## src/rtl/lc3b_types.sv

```systemverilog
// Shared LC-3b memory-hierarchy types: line widths, arbiter FSM
// states and owner encodings used by the L1/L2 cache arbiter.
package lc3b_types;

    typedef logic [11:0]  lc3b_line_addr;
    typedef logic [127:0] lc3b_line;
    typedef logic [15:0]  lc3b_line_sel;

    typedef enum logic [1:0] {
        IDLE,
        BUSY,
        RESP
    } cache_arb_state_t;

    localparam logic ARB_OWNER_I = 1'b0;
    localparam logic ARB_OWNER_D = 1'b1;

    typedef struct packed {
        lc3b_line_addr adr;
        lc3b_line      dat;
        logic          we;
        lc3b_line_sel  sel;
    } arb_req_t;

    function automatic logic arb_other(input logic owner);
        return ~owner;
    endfunction

endpackage

```

## src/rtl/wishbone.sv

```systemverilog
// Line-granular wishbone port between L1 caches, the arbiter and L2.
// The master drives the request; the slave returns data and ACK.
interface wishbone;
    import lc3b_types::*;

    lc3b_line_addr ADR;
    lc3b_line      DAT_M;
    lc3b_line      DAT_S;
    logic          WE;
    logic          STB;
    logic          CYC;
    lc3b_line_sel  SEL;
    logic          ACK;

    modport master (
        output ADR, DAT_M, WE, STB, CYC, SEL,
        input  DAT_S, ACK
    );

    modport slave (
        input  ADR, DAT_M, WE, STB, CYC, SEL,
        output DAT_S, ACK
    );

endinterface

```

## src/rtl/cache_arb_pick.sv

```systemverilog
// Combinational winner selection for the cache arbiter.
// CACHE_ARB_ROUND_ROBIN_EN selects round-robin; default is D-side priority.
module cache_arb_pick
    import lc3b_types::*;
(
    input  logic i_req_i,
    input  logic i_req_d,
    input  logic i_last,
    output logic o_gnt,
    output logic o_win
);

    assign o_gnt = i_req_i | i_req_d;

`ifdef CACHE_ARB_ROUND_ROBIN_EN
    always_comb begin
        o_win = ARB_OWNER_I;
        unique case (1'b1)
            (i_req_i && i_req_d): o_win = arb_other(i_last);
            i_req_d:              o_win = ARB_OWNER_D;
            default:              o_win = ARB_OWNER_I;
        endcase
    end
`else
    logic w_unused_last;
    assign w_unused_last = i_last;
    assign o_win = i_req_d ? ARB_OWNER_D : ARB_OWNER_I;
`endif

endmodule

```

## src/rtl/cache_arbiter.sv

```systemverilog
// Shares one L2 wishbone port between I- and D-side L1 caches.
// Optional round-robin arbitration via CACHE_ARB_ROUND_ROBIN_EN.
module cache_arbiter
    import lc3b_types::*;
(
    input  logic    clk,
    input  logic    rst_n,
    wishbone.slave  icache,
    wishbone.slave  dcache,
    wishbone.master l2
);

    cache_arb_state_t r_state;
    cache_arb_state_t w_next;

    logic     r_owner;
    arb_req_t r_req;
    lc3b_line r_resp;

    logic     w_vi;
    logic     w_vd;
    logic     w_gnt;
    logic     w_win;
    logic     w_last;
    logic     w_take;
    arb_req_t w_ireq;
    arb_req_t w_dreq;

    assign w_vi   = icache.STB & icache.CYC;
    assign w_vd   = dcache.STB & dcache.CYC;
    assign w_take = (r_state == IDLE) & w_gnt;

    always_comb begin
        w_ireq     = '0;
        w_ireq.adr = icache.ADR;
        w_ireq.dat = icache.DAT_M;
        w_ireq.we  = icache.WE;
        w_ireq.sel = icache.SEL;
        w_dreq     = '0;
        w_dreq.adr = dcache.ADR;
        w_dreq.dat = dcache.DAT_M;
        w_dreq.we  = dcache.WE;
        w_dreq.sel = dcache.SEL;
    end

`ifdef CACHE_ARB_ROUND_ROBIN_EN
    logic r_last;

    always_ff @(posedge clk) begin
        if (!rst_n) begin
            r_last <= ARB_OWNER_D;
        end else if (w_take) begin
            r_last <= w_win;
        end
    end

    assign w_last = r_last;
`else
    assign w_last = ARB_OWNER_D;
`endif

    cache_arb_pick u_pick (
        .i_req_i (w_vi),
        .i_req_d (w_vd),
        .i_last  (w_last),
        .o_gnt   (w_gnt),
        .o_win   (w_win)
    );

    always_ff @(posedge clk) begin
        if (!rst_n) begin
            r_state <= IDLE;
        end else begin
            r_state <= w_next;
        end
    end

    always_comb begin
        w_next = r_state;
        unique case (r_state)
            IDLE:    if (w_gnt) w_next = BUSY;
            BUSY:    if (l2.ACK) w_next = RESP;
            RESP:    w_next = IDLE;
            default: w_next = IDLE;
        endcase
    end

    // Request is latched once at grant; L2 never sees live L1 inputs.
    always_ff @(posedge clk) begin
        if (!rst_n) begin
            r_owner <= ARB_OWNER_I;
            r_req   <= '0;
            r_resp  <= '0;
        end else begin
            if (w_take) begin
                r_owner <= w_win;
                r_req   <= (w_win == ARB_OWNER_D) ? w_dreq : w_ireq;
            end
            if ((r_state == BUSY) && l2.ACK) begin
                r_resp <= l2.DAT_S;
            end
        end
    end

    always_comb begin
        l2.STB       = 1'b0;
        l2.CYC       = 1'b0;
        l2.WE        = 1'b0;
        l2.ADR       = r_req.adr;
        l2.DAT_M     = r_req.dat;
        l2.SEL       = r_req.sel;
        icache.ACK   = 1'b0;
        dcache.ACK   = 1'b0;
        icache.DAT_S = r_resp;
        dcache.DAT_S = r_resp;
        unique case (r_state)
            BUSY: begin
                l2.STB = 1'b1;
                l2.CYC = 1'b1;
                l2.WE  = r_req.we;
            end
            RESP: begin
                icache.ACK = (r_owner == ARB_OWNER_I) & icache.STB;
                dcache.ACK = (r_owner == ARB_OWNER_D) & dcache.STB;
            end
            default: ;
        endcase
    end

endmodule

```

## src/flat_wrapper.sv

```systemverilog
// flat-port wrapper written by rule: the top's interface ports become plain ports
module cache_arbiter_flat import lc3b_types::*;
  (clk, rst_n, icache_ADR, icache_DAT_M, icache_WE, icache_STB, icache_CYC, icache_SEL, icache_DAT_S, icache_ACK, dcache_ADR, dcache_DAT_M, dcache_WE, dcache_STB, dcache_CYC, dcache_SEL, dcache_DAT_S, dcache_ACK, l2_ADR, l2_DAT_M, l2_WE, l2_STB, l2_CYC, l2_SEL, l2_DAT_S, l2_ACK);
  wishbone icache_i ();
  wishbone dcache_i ();
  wishbone l2_i ();
  input  logic clk;
  input  logic rst_n;
  input wire logic [$bits(icache_i.ADR)-1:0] icache_ADR;
  input wire logic [$bits(icache_i.DAT_M)-1:0] icache_DAT_M;
  input wire logic [$bits(icache_i.WE)-1:0] icache_WE;
  input wire logic [$bits(icache_i.STB)-1:0] icache_STB;
  input wire logic [$bits(icache_i.CYC)-1:0] icache_CYC;
  input wire logic [$bits(icache_i.SEL)-1:0] icache_SEL;
  output wire logic [$bits(icache_i.DAT_S)-1:0] icache_DAT_S;
  output wire logic [$bits(icache_i.ACK)-1:0] icache_ACK;
  input wire logic [$bits(dcache_i.ADR)-1:0] dcache_ADR;
  input wire logic [$bits(dcache_i.DAT_M)-1:0] dcache_DAT_M;
  input wire logic [$bits(dcache_i.WE)-1:0] dcache_WE;
  input wire logic [$bits(dcache_i.STB)-1:0] dcache_STB;
  input wire logic [$bits(dcache_i.CYC)-1:0] dcache_CYC;
  input wire logic [$bits(dcache_i.SEL)-1:0] dcache_SEL;
  output wire logic [$bits(dcache_i.DAT_S)-1:0] dcache_DAT_S;
  output wire logic [$bits(dcache_i.ACK)-1:0] dcache_ACK;
  output wire logic [$bits(l2_i.ADR)-1:0] l2_ADR;
  output wire logic [$bits(l2_i.DAT_M)-1:0] l2_DAT_M;
  output wire logic [$bits(l2_i.WE)-1:0] l2_WE;
  output wire logic [$bits(l2_i.STB)-1:0] l2_STB;
  output wire logic [$bits(l2_i.CYC)-1:0] l2_CYC;
  output wire logic [$bits(l2_i.SEL)-1:0] l2_SEL;
  input wire logic [$bits(l2_i.DAT_S)-1:0] l2_DAT_S;
  input wire logic [$bits(l2_i.ACK)-1:0] l2_ACK;
  assign icache_i.ADR = icache_ADR;
  assign icache_i.DAT_M = icache_DAT_M;
  assign icache_i.WE = icache_WE;
  assign icache_i.STB = icache_STB;
  assign icache_i.CYC = icache_CYC;
  assign icache_i.SEL = icache_SEL;
  assign icache_DAT_S = icache_i.DAT_S;
  assign icache_ACK = icache_i.ACK;
  assign dcache_i.ADR = dcache_ADR;
  assign dcache_i.DAT_M = dcache_DAT_M;
  assign dcache_i.WE = dcache_WE;
  assign dcache_i.STB = dcache_STB;
  assign dcache_i.CYC = dcache_CYC;
  assign dcache_i.SEL = dcache_SEL;
  assign dcache_DAT_S = dcache_i.DAT_S;
  assign dcache_ACK = dcache_i.ACK;
  assign l2_ADR = l2_i.ADR;
  assign l2_DAT_M = l2_i.DAT_M;
  assign l2_WE = l2_i.WE;
  assign l2_STB = l2_i.STB;
  assign l2_CYC = l2_i.CYC;
  assign l2_SEL = l2_i.SEL;
  assign l2_i.DAT_S = l2_DAT_S;
  assign l2_i.ACK = l2_ACK;
  cache_arbiter u_core (.clk(clk), .rst_n(rst_n), .icache(icache_i), .dcache(dcache_i), .l2(l2_i));
endmodule
```

## config.mk

```make
export PLATFORM = sky130hd
export DESIGN_NAME = cache_arbiter_flat
export DESIGN_NICKNAME = d
export VERILOG_FILES = /design/src/rtl/lc3b_types.sv /design/src/rtl/wishbone.sv /design/src/rtl/cache_arb_pick.sv /design/src/rtl/cache_arbiter.sv /design/src/flat_wrapper.sv
export SDC_FILE = /design/constraint.sdc
export NUM_CORES = 1
export LEC_CHECK = 0
export BUFFER_PORTS_ARGS = -buffer_cell sky130_fd_sc_hd__buf_2
export CAP_MARGIN = 5
export CORE_AREA = 2 2 342 344
export CTS_CLUSTER_SIZE = 16
export DETAILED_ROUTE_END_ITERATION = 10
export DIE_AREA = 0 0 344 346
export SKIP_LAST_GASP = 1
export SYNTH_ARGS = -nofsm -noshare
export SYNTH_HDL_FRONTEND = slang
export SYNTH_SLANG_ARGS = --single-unit
```

## constraint.sdc

```tcl
create_clock -name clk -period 1.5 [get_ports clk]
set_clock_uncertainty 0.1 [all_clocks]
set_input_delay 0.225 -clock clk [delete_from_list [all_inputs] [get_ports clk]]
set_output_delay 0.225 -clock clk [all_outputs]
set_load 0.03 [all_outputs]
```

## After elaboration in Yosys (flattened, before gate mapping)

Index checks and enable logic that the tools add are counted.
W data, S select, Z words.

- Register bits: 288
- Input port bits: 449
- Output and inout port bits: 417
- Logic and storage cells: 30

- Equality and inequality tests: 4
- Muxes and demuxes: 9
- Bitwise logic cells: 7
- Reduce and logical (&&, ||, !) cells: 3

Operators with widths:

| cell | count |
|---|---|
| $mux W157 | 1 |
| $and A1 B1 Y1 | 5 |
| $mux W1 | 5 |
| $mux W2 | 2 |
| $pmux W2 S2 | 1 |
| $eq A2 B1 Y1 const B | 1 |
| $eq A2 B2 Y1 const B | 1 |
| $logic_not A2 Y1 | 1 |
| $ne A2 B1 Y1 const B | 1 |
| $ne A2 B2 Y1 const B | 1 |
| $reduce_and A2 Y1 | 1 |
| $logic_and A1 B1 Y1 | 1 |
| $not A1 Y1 | 1 |
| $or A1 B1 Y1 | 1 |

## Depth between registers and ports, before layout

- Depth after elaboration: 4
- Depth in mapped cells: 6
- Mapped depth without buffers: 3

## By module

From an unflattened synthesis, not the netlist that was laid out.

- Cell total of the unflattened synthesis: 1,561
- Area total of the unflattened synthesis: 14,039.7 um2

By module, submodules not included:

| module | instances | cells an instance | area each (um2) |
|---|---|---|---|
| cache_arbiter | 1 | 1,559 | 14,026.0 |
| cache_arb_pick | 1 | 2 | 13.8 |

## Least setup slack after synthesis

No wires, ideal clock.

- Path type: register to output
- Start: reg u_core.r_state[0]
- End: out icache_ACK
- Data arrival time: 1,342 ps
- Setup slack: -167 ps
- Cell stages (with the launch flop): 2
- Buffers on the path: 0
- Path through: dfxtp_1 -> nor4bb_1

- Longest elaborated chain between the ends: 2

Ends and longest elaborated chain:

| element | line | RTL |
|---|---|---|
| start, declared | cache_arbiter.sv:13 | `cache_arb_state_t r_state;` |
| start signal, assigned | cache_arbiter.sv:74 | `r_state <= w_next;` |
| $eq A2 B2 Y1 | cache_arbiter.sv:116 | `unique case (r_state)` |
| $mux W1 | cache_arbiter.sv:116 |  |
| end, declared | flat_wrapper.sv:16 | `output wire logic [$bits(icache_i.ACK)-1:0] icache_ACK;` |

No other way between the ends.

## Final worst setup path

- Start: reg u_core.r_state[0]
- End: out dcache_ACK

- Longest elaborated chain between the ends: 2

Ends and longest elaborated chain:

| element | line | RTL |
|---|---|---|
| $eq A2 B2 Y1 | cache_arbiter.sv:116 |  |
| $mux W1 | cache_arbiter.sv:116 |  |
| end, declared | flat_wrapper.sv:24 | `output wire logic [$bits(dcache_i.ACK)-1:0] dcache_ACK;` |

No other way between the ends.

==> flow_summary.ini <==
[clock_tree]
numCtsBuffers = 36
clkLatencyLatePin_ns = 0.59
clockBufferDepth = 3
clock_tree.root_cell = clkbuf_16
cts_sinks = 288
cts_tree = built
htreeDepth = 2
clk_pin_slew_ns = 0.06

[placement]
dp_hpwl_mm = 60.0
port_buffers = 865
place_area_um2 = 19600
routabilityCongestion = 0.885

[timing]
finalCritPeriodShare_pct = 127
slew_headroom_pct = 69.5
fmax_ghz = 0.525
finalCriticalPeriod_ns = 1.90
fin_tns_setup_ns = -51.44
hold_ws_ns = 0.0217
worstMarginPinSlew_ns = 0.458
hold_viol_final = 0
finalSetupViolCount = 288
rsz0062_at_grt = yes
finalMaxSlewViolations = 0
setup_slack_ns = -0.404

[setup_path]
rr_startpoint = u_core.r_state[1]
worstPathArrival_ns = 1.58
cp-start-kind = flip-flop
r2r_cells = 8
crit_start = u_core.r_state[0]
critPathRequiredTime_ns = 1.17
crit_fanout = 4
end_kind = output port
path_class = reg -> out
r2r-end = u_core.dcache.DAT_S[20]
r2r_slack_ns = -0.29

[drt]
via_per_inst = 3.91
drc = 0
drt_iter0_drc = 1012
wl_per_cell_um = 21.0
totalWireLength_mm = 89.3
via_count = 16700
first_pass_iters = 5
drtAntennaViolNets = 0

[floorplanning]
num_rows = 125
fp.dieH_um = 346
core_um2 = 115000
die_w_um = 344
dieArea_um2 = 119000
io_pins = 866
initial_core_util_pct = 13.0

[global_routing]
antenna_found_initial = 19
grt_max_degree = 106
grt_pass1_wl_mm = 113
grt-ovfl-total = 0
grt_pass1_vias = 16300
track_usage_pct = 13.1

[hold_path]
holdPathStages = 4
hold_end = u_core.l2.DAT_M[38]
min_path_type = in -> reg
hold_start = dcache_DAT_M[38]

[logic_synthesis]
syn-num-nets = 2026
synth-seq-cells = 288
syn_inst = 1577
synth_edf_count = 0
postSynthAreaPerCell_um2 = 9.51
syn-cell-area_um2 = 15000
ys_warn_count = 0
synthArstFlopShare_pct = 0
synth_seq_area_share_pct = 38.5
ys.flop_type = dfxtp_1
synth_top_cell_area_share_pct = 38.5
yosysTopAreaCell = dfxtp_1
synth_cell_types = 31
synth.area.top_cells = dfxtp_1 38%, buf_4 15%, mux2i_1 10%, o211ai_2 8.4%, nand2_1 6.5%

[final_layout]
stdcell_area_um2 = 28900
fin_nets = 3149
syn_to_final_growth_pct = 92.9
drive_above_1_share_pct = 54.2

[pwr]
p_per_area_nw_per_um2 = 877
peakVddDrop_mv = 0.629
p_leak_nw = 13.0
p_total_mw = 25.4

[outcome]
status = finished with violations
violations = setup timing

[job]
drv_cap = 0
==> cells in the mapped netlist (all sizes together), types with 2 or more instances <==
| library cell | count |
|---|---|
| and2 | 2 |
| buf | 382 |
| a21boi | 129 |
| mux2i | 157 |
| o211ai | 157 |
| nand2 | 259 |
| o21ai | 159 |
| dfxtp | 288 |
| nand3 | 2 |
| clkbuf | 32 |
==> worst max-delay path, stage by stage, from the launching register on <==
cell and delay (ns):
dfxtp_2 0.34, buf_6 0.12, and4b_2 0.37, buf_6 0.16
==> power breakdown <==
part | internal [mW] | switching [mW]
combinational | 3.77 | 4.06
sequential | 8.16 | 0.487
clock | 5.11 | 3.78
total | 17.0 | 8.33
==> worst max path at each step <==
| stage | cells after the start | end | slack, ns |
|---|---|---|---|
| 6_report | 3 | dcache_ACK | -0.40 |
| 3_3_place_gp | 6 | u_core.l2.DAT_M[98] | -0.28 |
| 3_5_place_dp | 6 | u_core.l2.DAT_M[98] | -0.28 |
| 5_1_grt | 3 | icache_ACK | -0.44 |
| 4_1_cts | 3 | icache_ACK | -0.44 |
| 2_1_floorplan | 1 | icache_ACK | -0.17 |
==> layout make-up <==
class                   instances  area, um2
diodes                         12       30.0
repair buffers               1498      13100
flip-flops and latches        288       5990
well taps                    1524       1910
clock buffers                  49       1010
clock inverters                15        154
multi-input cells             876       6760
fillers                     12000      86500
==> metal layers <==
layer  share of wire [%]  vias to the layer above  track usage [%]  wire [um]
met1                  37                     8013             14.4      32800
met3                 8.1                      208             3.14       7190
met2                  50                      966             23.2      44600
li1                    -                     7475                -          -
met5              0.0078                        -                0          7
met4                 5.3                        2             6.68       4700
==> sequential cells by signal, summed over array words and instances (netlist names) <==
name / cells
u_core.dcache.DAT_S: 128
u_core.r_owner: 1
u_core.r_state: 2
u_core.l2.DAT_M: 128
u_core.r_req: 1
u_core.l2.SEL: 16
u_core.l2.ADR: 12
==> cell usage in the layout, fill, tap and decap left out, types with 2 or more instances in the layout <==
cell	netlist	routed
buf_2	44	493
dlygate4sd3_1	0	433
buf_4	296	293
nand2_1	258	179
buf_6	31	171
dfxtp_1	288	164
mux2i_1	157	157
o21ai_1	130	140
o211ai_2	101	101
dfxtp_2	0	98
a21boi_1	101	86
o211ai_1	56	56
clkbuf_16	0	55
nand2_4	0	45
buf_12	1	43
a21boi_2	0	40
nand2_2	1	35
dfxtp_4	0	26
buf_8	10	20
o21ai_0	29	18
buf_16	0	13
diode_2	0	12
clkbuf_4	6	11
clkbuf_1	23	8
inv_6	0	5
clkinv_2	0	5
clkbuf_8	0	4
a21boi_0	28	3
bufbuf_16	0	3
bufinv_16	0	2
clkinv_4	0	2
==> timing repair <==
action	4_1_cts	5_1_grt
hold buffers	433	0
cloned	13	22
pin swaps	4	135
hold endpoints to repair	283	0
setup endpoints to repair	413	356
buffers inserted	10	23
gates resized for setup	599	401
==> cell families (layout without fill, tap and decap cells) <==
kind of cell	after synthesis	in the layout	synth area share, %
other	0	12	0
and+or+nand+nor	271	272	7.13
muxes	157	157	10.5
buffers and inverters	414	1562	20.7
AOI/OAI and AO/OA	447	447	23.2
DFF	288	288	38.5
==> per-stage QoR <==
stage               setup slack (ns)  instances  utilization [%]
floorplan                     -0.167       1577                -
global placement              -0.284       3688             17.0
detailed placement            -0.284       3688             17.0
CTS                           -0.441       4207             23.5
global route                  -0.445       4260             25.1
finish                        -0.404       4262             25.1
No activity file was read; power rests on OpenSTA's default activity.
